File: src/rtl/raster_cmd_queue_pkg.sv
// Shared types for the raster command path: opcodes, argument bundle,
// FIFO entry layout, framebuffer limits and the issuer FSM states.
package common;

  typedef enum logic [2:0] {
    RASTER_CMD_NOP   = 3'd0,
    RASTER_CMD_FILL  = 3'd1,
    RASTER_CMD_LINE  = 3'd2,
    RASTER_CMD_RECT  = 3'd3,
    RASTER_CMD_CLEAR = 3'd4
  } raster_command_t;

  typedef struct packed {
    logic [2:0] colour;
    logic [7:0] x0;
    logic [7:0] y0;
    logic [7:0] x1;
    logic [7:0] y1;
  } raster_args_t;

  typedef struct packed {
    raster_command_t command;
    raster_args_t    args;
  } raster_entry_t;

  typedef enum logic [1:0] {
    ST_IDLE       = 2'd0,
    ST_ISSUE      = 2'd1,
    ST_WAIT_START = 2'd2,
    ST_WAIT_DONE  = 2'd3
  } queue_state_t;

  localparam int FB_WIDTH  = 214;
  localparam int FB_HEIGHT = 160;

  localparam logic [7:0] X_MAX = 8'(FB_WIDTH - 1);
  localparam logic [7:0] Y_MAX = 8'(FB_HEIGHT - 1);

  // Saturate a coordinate to the last valid pixel index.
  function automatic logic [7:0] clamp_coord(input logic [7:0] v, input logic [7:0] lim);
    return (v > lim) ? lim : v;
  endfunction

endpackage

File: src/rtl/raster_cmd_queue_fifo.sv
// Synchronous FIFO of raster command entries. Occupancy is tracked with an
// explicit level counter so full/empty never depend on pointer equality.
// A push while full is accepted only when a pop happens on the same edge.
module raster_cmd_fifo
  import common::*;
#(
  parameter int DEPTH = 8
) (
  input  logic                     clk,
  input  logic                     rst_async,
  input  logic                     push,
  input  logic                     pop,
  input  raster_entry_t            wr_data,
  output raster_entry_t            rd_data,
  output logic [$clog2(DEPTH):0]   level,
  output logic                     full,
  output logic                     empty
);

  localparam int AW = $clog2(DEPTH);
  localparam logic [AW:0] LVL_FULL = DEPTH[AW:0];

  logic [AW-1:0] wr_ptr_q, wr_ptr_d;
  logic [AW-1:0] rd_ptr_q, rd_ptr_d;
  logic [AW:0]   level_q, level_d;
  logic          do_push, do_pop;
  raster_entry_t mem_q [DEPTH];

  // Qualify requests and compute next pointers / occupancy.
  always_comb begin
    do_pop   = pop && (level_q != '0);
    do_push  = push && ((level_q != LVL_FULL) || do_pop);
    wr_ptr_d = do_push ? wr_ptr_q + AW'(1) : wr_ptr_q;
    rd_ptr_d = do_pop  ? rd_ptr_q + AW'(1) : rd_ptr_q;
    level_d  = level_q;
    case ({do_push, do_pop})
      2'b10:   level_d = level_q + (AW+1)'(1);
      2'b01:   level_d = level_q - (AW+1)'(1);
      default: level_d = level_q;
    endcase
  end

  // Pointer and occupancy registers.
  always_ff @(posedge clk or posedge rst_async) begin
    if (rst_async) begin
      wr_ptr_q <= '0;
      rd_ptr_q <= '0;
      level_q  <= '0;
    end else begin
      wr_ptr_q <= wr_ptr_d;
      rd_ptr_q <= rd_ptr_d;
      level_q  <= level_d;
    end
  end

  // Entry storage; contents need no reset because level gates every read.
  always_ff @(posedge clk) begin
    if (do_push) mem_q[wr_ptr_q] <= wr_data;
  end

  assign rd_data = mem_q[rd_ptr_q];
  assign level   = level_q;
  assign full    = (level_q == LVL_FULL);
  assign empty   = (level_q == '0);

endmodule

File: src/rtl/raster_cmd_queue.sv
// Raster command issuer: buffers CPU commands and hands them one at a time
// to the rasterizer over the execute_request / raster_busy handshake.
// Build option: RASTER_CMD_QUEUE_CLIP_EN clamps coordinates on push.
//
// state         | meaning
// ST_IDLE       | waiting for a queued command and rasterizer not busy; pops on exit
// ST_ISSUE      | execute_request high for this single cycle
// ST_WAIT_START | waiting for the rasterizer to raise raster_busy
// ST_WAIT_DONE  | waiting for raster_busy to fall
module raster_cmd_queue
  import common::*;
#(
  parameter int DEPTH = 8
) (
  input  logic                   clk,
  input  logic                   rst_async,
  input  logic                   cpu_push,
  input  raster_command_t        cpu_command,
  input  logic [2:0]             cpu_colour,
  input  logic [7:0]             cpu_x0,
  input  logic [7:0]             cpu_y0,
  input  logic [7:0]             cpu_x1,
  input  logic [7:0]             cpu_y1,
  input  logic                   cpu_clear_overflow,
  output logic                   full,
  output logic                   empty,
  output logic [$clog2(DEPTH):0] level,
  output logic                   overflow,
  output logic                   idle,
  output raster_command_t        command,
  output logic [2:0]             colour,
  output logic [7:0]             x0,
  output logic [7:0]             y0,
  output logic [7:0]             x1,
  output logic [7:0]             y1,
  output logic                   execute_request,
  input  logic                   raster_busy
);

  queue_state_t  state_q, state_d;
  raster_entry_t entry_q, entry_d;
  raster_entry_t wr_entry, rd_entry;
  logic          overflow_q, overflow_d;
  logic          pop;

  // Build the entry to store, optionally clamped to the framebuffer.
  always_comb begin
    wr_entry.command     = cpu_command;
    wr_entry.args.colour = cpu_colour;
`ifdef RASTER_CMD_QUEUE_CLIP_EN
    wr_entry.args.x0 = clamp_coord(cpu_x0, X_MAX);
    wr_entry.args.y0 = clamp_coord(cpu_y0, Y_MAX);
    wr_entry.args.x1 = clamp_coord(cpu_x1, X_MAX);
    wr_entry.args.y1 = clamp_coord(cpu_y1, Y_MAX);
`else
    wr_entry.args.x0 = cpu_x0;
    wr_entry.args.y0 = cpu_y0;
    wr_entry.args.x1 = cpu_x1;
    wr_entry.args.y1 = cpu_y1;
`endif
  end

  raster_cmd_fifo #(.DEPTH(DEPTH)) u_fifo (
    .clk       (clk),
    .rst_async (rst_async),
    .push      (cpu_push),
    .pop       (pop),
    .wr_data   (wr_entry),
    .rd_data   (rd_entry),
    .level     (level),
    .full      (full),
    .empty     (empty)
  );

  // Issuer FSM next-state, pop and strobe decode.
  always_comb begin
    state_d         = state_q;
    pop             = 1'b0;
    execute_request = 1'b0;
    case (state_q)
      ST_IDLE: begin
        if (!empty && !raster_busy) begin
          pop     = 1'b1;
          state_d = ST_ISSUE;
        end
      end
      ST_ISSUE: begin
        execute_request = 1'b1;
        state_d         = ST_WAIT_START;
      end
      ST_WAIT_START: if (raster_busy)  state_d = ST_WAIT_DONE;
      ST_WAIT_DONE:  if (!raster_busy) state_d = ST_IDLE;
      default:       state_d = ST_IDLE;
    endcase
  end

  // Argument latch on pop; sticky overflow where a drop beats a clear.
  always_comb begin
    entry_d    = pop ? rd_entry : entry_q;
    overflow_d = overflow_q;
    if (cpu_clear_overflow) overflow_d = 1'b0;
    if (cpu_push && full && !pop) overflow_d = 1'b1;
  end

  // State, argument and flag registers.
  always_ff @(posedge clk or posedge rst_async) begin
    if (rst_async) begin
      state_q    <= ST_IDLE;
      entry_q    <= '{command: RASTER_CMD_NOP, args: '0};
      overflow_q <= 1'b0;
    end else begin
      state_q    <= state_d;
      entry_q    <= entry_d;
      overflow_q <= overflow_d;
    end
  end

  assign command  = entry_q.command;
  assign colour   = entry_q.args.colour;
  assign x0       = entry_q.args.x0;
  assign y0       = entry_q.args.y0;
  assign x1       = entry_q.args.x1;
  assign y1       = entry_q.args.y1;
  assign overflow = overflow_q;
  assign idle     = empty && (state_q == ST_IDLE) && !raster_busy;

endmodule
File: config.mk
export PLATFORM = sky130hd
export DESIGN_NAME = raster_cmd_queue
export DESIGN_NICKNAME = d
export VERILOG_FILES = /design/src/rtl/raster_cmd_queue_pkg.sv /design/src/rtl/raster_cmd_queue_fifo.sv /design/src/rtl/raster_cmd_queue.sv
export SDC_FILE = /design/constraint.sdc
export NUM_CORES = 1
export LEC_CHECK = 0
export ABC_AREA = 1
export BUFFER_PORTS_ARGS = -buffer_cell sky130_fd_sc_hd__clkbuf_2
export CAP_MARGIN = 20
export CORE_MARGIN = 2
export CORE_UTILIZATION = 60
export CTS_CLUSTER_DIAMETER = 100
export CTS_CLUSTER_SIZE = 14
export DETAILED_ROUTE_END_ITERATION = 6
export GPL_ROUTABILITY_DRIVEN = 1
export PLACE_DENSITY = 0.79
export SLEW_MARGIN = 10
export SYNTH_ARGS = -nofsm -noshare
export SYNTH_HDL_FRONTEND = slang
export SYNTH_HIERARCHICAL = 1
export SYNTH_SLANG_ARGS = --single-unit
File: constraint.sdc
create_clock -name clk -period 13 [get_ports clk]
set_clock_uncertainty 0.05 [all_clocks]
set_input_delay 1.95 -clock clk [delete_from_list [all_inputs] [get_ports clk]]
set_output_delay 1.95 -clock clk [all_outputs]
set_load 0.05 [all_outputs]
==> summary.md, run 1 <==
| Metric | Value |
|---|---|
| Clock Power Share | `21.5%` |
| Final hold vios | `0` |
| R2R Path Start | `u_fifo/level[0]$_DFFE_PP0P_` |
| Die area | `0.02491 mm²` |
| Worst-Margin Slew | `1.043 ns` |
| Final Cycle Share | `36.65%` |
| Sequential share of power | `44.0%` |
| Top cells by area, synth | `edfxtp_1 (64%), dfrtp_1 (9.0%), nand2_1 (6.5%), nor2_1 (4.3%), o21ai_0 (3.8%)` |
| Site row count | `56` |
| Worst Hold End | `x1[1]$_DFFE_PP0P_` |
| Synth cell types | `32` |
| CP Max Fanout | `41` |
| Hold-critical path depth | `2` |
| CTS tree | `done` |
| Cells after Synth | `1121` |
| R2r endpoint | `u_fifo/mem_q[7][29]$_DFFE_PP_` |
| Drt pass-1 iters | `5` |
| # Post-CTS Setup Buffers | `0` |
| Avg Cell Area, Syn | `12.66 µm²` |
| Residual DRC | `0` |
| Clock buffer depth | `3` |
| Fmax achieved | `209.9 MHz` |
| Max_cap viols | `0` |
| Setup TNS | `0 ns` |
| Drt initial violations | `870` |
| Fillers | `1667` |
| Portion of netlist area occupied by mux cells | `2.759%` |
| Final weighted congestion in routability-driven placement | `0.7639` |
| Worst EP arrival | `4.91 ns` |
| Worst VDD drop | `0.0001408 V` |
| Worst slew margin | `30.46%` |
| Total wire length | `28210 µm` |
| Post-synthesis simple-gate area fraction | `11.92%` |
| Core area | `0.02333 mm²` |
| R2R Setup Slk | `8.99 ns` |
| Crit end category | `flop` |
| RSZ-0062 raised after global routing | `false` |
| P_leak | `0.005968 µW` |
| HP Start | `x1[1]$_DFFE_PP0P_` |
| CTS resizes | `0` |
| Seq/Total Area, Yosys | `73.29%` |
| Via count | `8591` |
| Seq cells post-synth | `355` |
| Power Internal | `2250 µW` |
| Synth-to-Final Area Change | `10.14%` |
| Boundary Pins | `90` |
| P_sw | `1432 µW` |
| Multi-input gate area | `0.003327 mm²` |
| Total power draw | `3682 µW` |
| Worst hold path class | `reg -> reg` |
| Final antenna-violating net count | `0` |
| H-Tree Depth | `1` |
| Largest family of logic cells by synthesized area | `simple AND/OR/NAND/NOR gates` |
| Worst Reg-to-Reg Cells | `13` |
| Vias in the first global route | `8647` |
| Wire per inst | `18.34 µm` |
| Worst EP required | `13.15 ns` |
| Fin nets | `1248` |
| All-Layer GR Usage | `23.09%` |
| Clock Latency Late Sink | `0.55 ns` |
| IO buf count | `89` |
| Reg clk slew, reported paths | `0.07 ns` |
| Cts hold-fix bufs | `0` |
| Post-synth top area share | `64.30%` |
| Ys Warns | `6` |
| Worst slack, placed | `7.490 ns` |
| WS Path Type | `in -> reg` |
| Startpoint types | `input port` |
| Sw Share | `38.89%` |
| Clk root buf | `clkbuf_16` |
| Final setup vio count | `0` |
| Die Y | `157.8 µm` |
| Remaining Overflow, GRT | `0` |
| Synth Area in Adders | `0.8461%` |
| Finished Layout Cells | `1538` |
| Crit path time final | `4.765 ns` |
| Xor-xnor portion of the synthesized cell area | `0.3085%` |
| Syn nets | `1173` |
| Fraction of layout cells with a size suffix above 1 | `13.15%` |
| TritonCTS Buffers | `29` |
| Placed cell count | `1482` |
| Vias per cell | `5.586` |
| Final WS setup | `8.235 ns` |
| Post-synth top area cell | `edfxtp_1` |
| Pin count of the biggest net entering global routing | `111` |
| Complex-gate fraction of the synthesized area | `7.245%` |
| Max-slew violations | `0` |
| First-pass GRT wire length | `44680 µm` |
| Die X | `157.8 µm` |
| DP HPWL | `15770 µm` |
| Status | `completed` |
| Logic pwr share | `34.5%` |
| Starting Density | `60.84%` |
| # clock sinks | `355` |
| Initial antenna violation count | `2` |
| Power density over cell area | `235.5 mW/mm²` |
| Post-Syn Area | `0.01420 mm²` |
| Storage element area | `0.01041 mm²` |
[power groups by stage]
| stage | Clock [µW] | Sequential (µW) | Combinational, µW |
|---|---|---|---|
| 6_report | 791 | 1620 | 1270 |
| 5_1_grt | 847 | 1650 | 1410 |
| 4_1_cts | 805 | 1620 | 1270 |
| 3_5_place_dp | 0 | 1640 | 1260 |
| 3_3_place_gp | 0 | 1630 | 1220 |
| 2_1_floorplan | 0 | 1770 | 869 |
[cell usage in the layout, fill, tap and decap left out]
cell type,count
o21ai_0,107
or2_2,1
inv_1,17
dfrtp_2,1
clkinv_1,1
clkinv_2,1
nand3b_1,1
nand3_2,1
o22ai_1,38
mux2i_1,38
inv_8,1
nor2_4,4
mux2_2,1
inv_2,2
o21ai_1,48
nor3b_2,2
clkbuf_16,29
nand3_1,13
diode_2,2
a21oi_1,3
fa_1,1
nor2_1,160
ha_1,8
edfxtp_1,304
clkbuf_2,89
nand2_4,2
nand2_2,4
buf_4,16
inv_6,1
nor3_2,2
xnor2_1,1
nand2_1,244
dfrtp_1,48
xor2_1,4
buf_12,1
dfrtp_4,2
clkbuf_1,21
[metal layers]
| metal | vias up | track usage, % | routed length (µm) |
|---|---|---|---|
| li1 | 4085 | - | - |
| met1 | 4209 | 30.60 | 11420 |
| met2 | 253 | 39.59 | 14640 |
| met3 | 44 | 3.039 | 1531 |
| met4 | 0 | 8.312 | 629 |
| met5 | - | 0 | 0 |
[synth_stat cells, drive strengths merged]
master	n
nor3b	2
mux2i	38
fa	1
xor2	4
o21ai	155
nand3b	1
nand3	14
dfrtp	51
buf	40
nand2	250
mux2	1
nor2	164
a21oi	3
ha	8
nor3	2
clkbuf	22
or2	1
inv	21
o22ai	38
edfxtp	304
xnor2	1
[kinds of logic after synthesis]
kind of cell	count (synthesis)
XOR/XNOR	5
AO/OA/AOI/OAI	196
flip-flops	355
multiplexers	39
adder cells (fa/ha/maj)	9
AND/OR/NAND/NOR	434
buffers and inverters	83
[flip-flops by register name, summed over array words and instances (netlist names), 4 cells and up]
| name | cells |
|---|---|
| u_fifo/level | 4 |
| u_fifo/mem_q | 304 |
| x0 | 8 |
| x1 | 8 |
| y0 | 8 |
| y1 | 8 |
[per-stage QoR]
step / hold slack [ns] / cell area, µm² / utilization [%]
floorplan: 0.4400 / 14200 / -
detailed placement: 0.4141 / 14780 / 63.34
CTS: 0.4325 / 15600 / 66.87
global route: 0.4513 / 15640 / 67.01
finish: 0.4267 / 15640 / 67.01
global placement: 0.4132 / 14780 / 63.34
[how the worst max path moves through the flow]
stage                      from                       endpoint  slack [ns]  cells after the start
finish              raster_busy  u_fifo/mem_q[7][29]$_DFFE_PP_        8.23                     11
global route        raster_busy  u_fifo/mem_q[7][29]$_DFFE_PP_        8.05                     11
CTS                 raster_busy  u_fifo/mem_q[3][36]$_DFFE_PP_        8.10                     11
detailed placement  raster_busy  u_fifo/mem_q[3][28]$_DFFE_PP_        7.49                     11
global placement    raster_busy  u_fifo/mem_q[3][29]$_DFFE_PP_        7.70                     11
floorplan           raster_busy   u_fifo/mem_q[3][0]$_DFFE_PP_        6.95                      8
[area by class of cell]
cell class	count	area share (%)
clock buffers	50	5.146
repair buffers	106	3.745
clock inverters	2	0.1280
multi-input cells	683	21.28
diodes	2	0.03201
inverters	21	0.5122
flip-flops and latches	355	66.61
well taps	319	2.553
[critical path, stage by stage]
cell      delay [ns]
clkbuf_2        0.11
nor2_1          0.11
nand2_2         0.05
buf_4           0.28
inv_2           0.09
buf_4           0.44
nand2_2         0.21
nand2_4         0.14
nand2_4         0.10
nor3b_2         0.82
buf_4           0.54
Power figures use the tool's default switching activity.
==> inputs of run 2 (changes only) <==
- clock period: 13 -> 4.8 ns (I/O delays scaled with it)
==> summary.md, run 2 (synthesis results as in run 1) <==
| Metric | Value |
|---|---|
| Status | `completed` |
| Final hold vios | `0 (unchanged)` |
| Fin nets | `1251 (+0.24%)` |
| Clock Latency Late Sink | `0.54 ns (about the same)` |
| Worst VDD drop | `0.0004057 V (+190%)` |
| Clock buffer depth | `3 (unchanged)` |
| Setup TNS | `0 ns (unchanged)` |
| First-pass GRT wire length | `44890 µm (+0.46%)` |
| Vias per cell | `5.573 (-0.22%)` |
| Die X | `157.8 µm (unchanged)` |
| Storage element area | `0.01041 mm² (about the same)` |
| Total wire length | `28520 µm (+1.1%)` |
| Die Y | `157.8 µm (unchanged)` |
| Fmax achieved | `337.1 MHz` |
| Reg clk slew, reported paths | `0.07 ns (about the same)` |
| Worst slack, placed | `1.710 ns (-5.780 ns)` |
| R2R Path Start | `u_fifo/level[0]$_DFFE_PP0P_` |
| Final setup vio count | `0 (unchanged)` |
| DP HPWL | `16220 µm (+2.9%)` |
| Placed inst area | `0.01484 mm² (+0.45%)` |
| Clk root buf | `clkbuf_16` |
| Wire per inst | `18.49 µm (+0.82%)` |
| Worst EP arrival | `3.15 ns (-1.76 ns)` |
| Post-Layout Inst Area | `0.01571 mm² (+0.46%)` |
| Final antenna-violating net count | `0 (unchanged)` |
| WS Path Type | `reg -> reg` |
| Residual DRC | `0 (unchanged)` |
| Remaining Overflow, GRT | `0 (unchanged)` |
| CP cell instances | `nor2_1 -> nand2_2 -> inv_1 -> nor2_1 -> nand2_2 -> inv_2 -> nand2_2 -> nand2_4 -> nand3b_1 -> nor3_4 -> buf_12` |
| Initial antenna violation count | `1 (-1)` |
| Fillers | `1622 (-2.7%)` |
| Fraction of layout cells with a size suffix above 1 | `13.26% (+0.11 points)` |
| CTS resizes | `0 (unchanged)` |
| # Post-CTS Setup Buffers | `0 (unchanged)` |
| Crit path from | `u_fifo/level[0]$_DFFE_PP0P_` |
| Crit end category | `flop` |
| # clock sinks | `355 (unchanged)` |
| All-Layer GR Usage | `23.26% (+0.17 points)` |
| Max_cap viols | `0 (unchanged)` |
| P_leak | `0.006005 µW (+0.62%)` |
| RSZ-0062 raised after global routing | `false` |
| Worst-Margin Slew | `0.9484 ns (-0.09468 ns)` |
| Starting Density | `60.84% (unchanged)` |
| Drt pass-1 iters | `5 (unchanged)` |
| Core area | `0.02333 mm² (unchanged)` |
| Startpoint types | `flop` |
| Top cell by count, worst path | `nand2_2` |
| Crit path time final | `2.967 ns` |
| H-Tree Depth | `1 (unchanged)` |
| Final Cycle Share | `61.81%` |
| Number of flip-flops under the largest register name | `304 (unchanged)` |
| Crit-path max cell delay | `0.75 ns (-0.07 ns)` |
| Site row count | `56 (unchanged)` |
| Max-slew violations | `0 (unchanged)` |
| Drt initial violations | `794 (-8.7%)` |
| Power density over cell area | `639.0 mW/mm² (+170%)` |
| Final WS setup | `1.833 ns (-6.402 ns)` |
| Cts hold-fix bufs | `0 (unchanged)` |
| Final weighted congestion in routability-driven placement | `0.7800 (+2.1%)` |
| Worst slew margin | `36.50% (+6.0 points)` |
| Synth-to-Final Area Change | `10.64%` |
| CP Max Fanout | `25 (-39%)` |
| Vias in the first global route | `8481 (-1.9%)` |
| Critical Path Slowest Stage Cell | `nor3_4` |
| Pin count of the biggest net entering global routing | `74 (-33%)` |
| Die area | `0.02491 mm² (unchanged)` |
| Worst EP required | `4.98 ns (-8.17 ns)` |
| IO buf count | `89 (unchanged)` |
| CTS tree | `done` |
| Top reg by flops | `u_fifo/mem_q` |
| TritonCTS Buffers | `29 (unchanged)` |
| Multi-input gate area | `0.003339 mm² (+0.38%)` |
| Boundary Pins | `90 (unchanged)` |
| Commonest non-fill, non-tap cell in the layout | `edfxtp_1` |
| Worst hold path class | `in -> async` |
| Via count | `8594 (+0.035%)` |
| Commonest non-fill, non-tap cells in the layout | `edfxtp_1 (304), nand2_1 (244), nor2_1 (160)` |
run 2: power by group:
part           internal [µW]  total [µW]  switching (µW)
clock                   1140        2150            1000
sequential              3960        4300             342
combinational           1020        3590            2570
total                   6120       10000            3920
run 2: through the flow:
step	hold WS (ns)	cells	util (%)	total power (µW)
final	0.1126	1542	67.32	10040
after detailed placement	0.4144	1486	63.62	7936
after global placement	0.4124	1486	63.62	7796
after CTS	0.1090	1540	67.19	10080
after floorplan	0.4400	1121	-	7136
after global routing	0.1277	1542	67.32	10630
run 2: final cells by class:
| class | instances | area share, % |
|---|---|---|
| well taps | 319 | 2.541 |
| multi-input cells | 683 | 21.26 |
| clock inverters | 2 | 0.1275 |
| flip-flops and latches | 355 | 66.30 |
| clock buffers | 52 | 5.170 |
| diodes | 1 | 0.01593 |
| repair buffers | 109 | 4.079 |
| inverters | 21 | 0.5098 |
run 2: worst paths after layout:
path	endpoint	slack, ns	cells past startpoint
max in group asynchronous	x0[7]$_DFFE_PP0P_	4.03	3
setup reg to reg	u_fifo/mem_q[4][28]$_DFFE_PP_	1.83	11
setup / recovery	u_fifo/mem_q[4][28]$_DFFE_PP_	1.83	11
min in group clk	overflow$_DFFE_PP0P_	0.32	2
hold reg to reg	x1[2]$_DFFE_PP0P_	0.43	2
hold / removal	u_fifo/level[1]$_DFFE_PP0P_	0.11	2
run 2: metal layers:
layer | global-route usage (%) | vias up | part of all wire, %
met1 | 32.23 | 4218 | 43
li1 | - | 4087 | -
met2 | 39.50 | 245 | 50
met4 | 5.801 | 0 | 1.8
met5 | 0 | - | 0
met3 | 3.175 | 44 | 5.1
run 2: worst max-delay path: cells and delay by family (launching register included):
family / cells / cell delay (ns)
buffers and inverters: 3 / 0.43
flip-flops: 1 / 0.43
AND/OR/NAND/NOR: 8 / 1.72
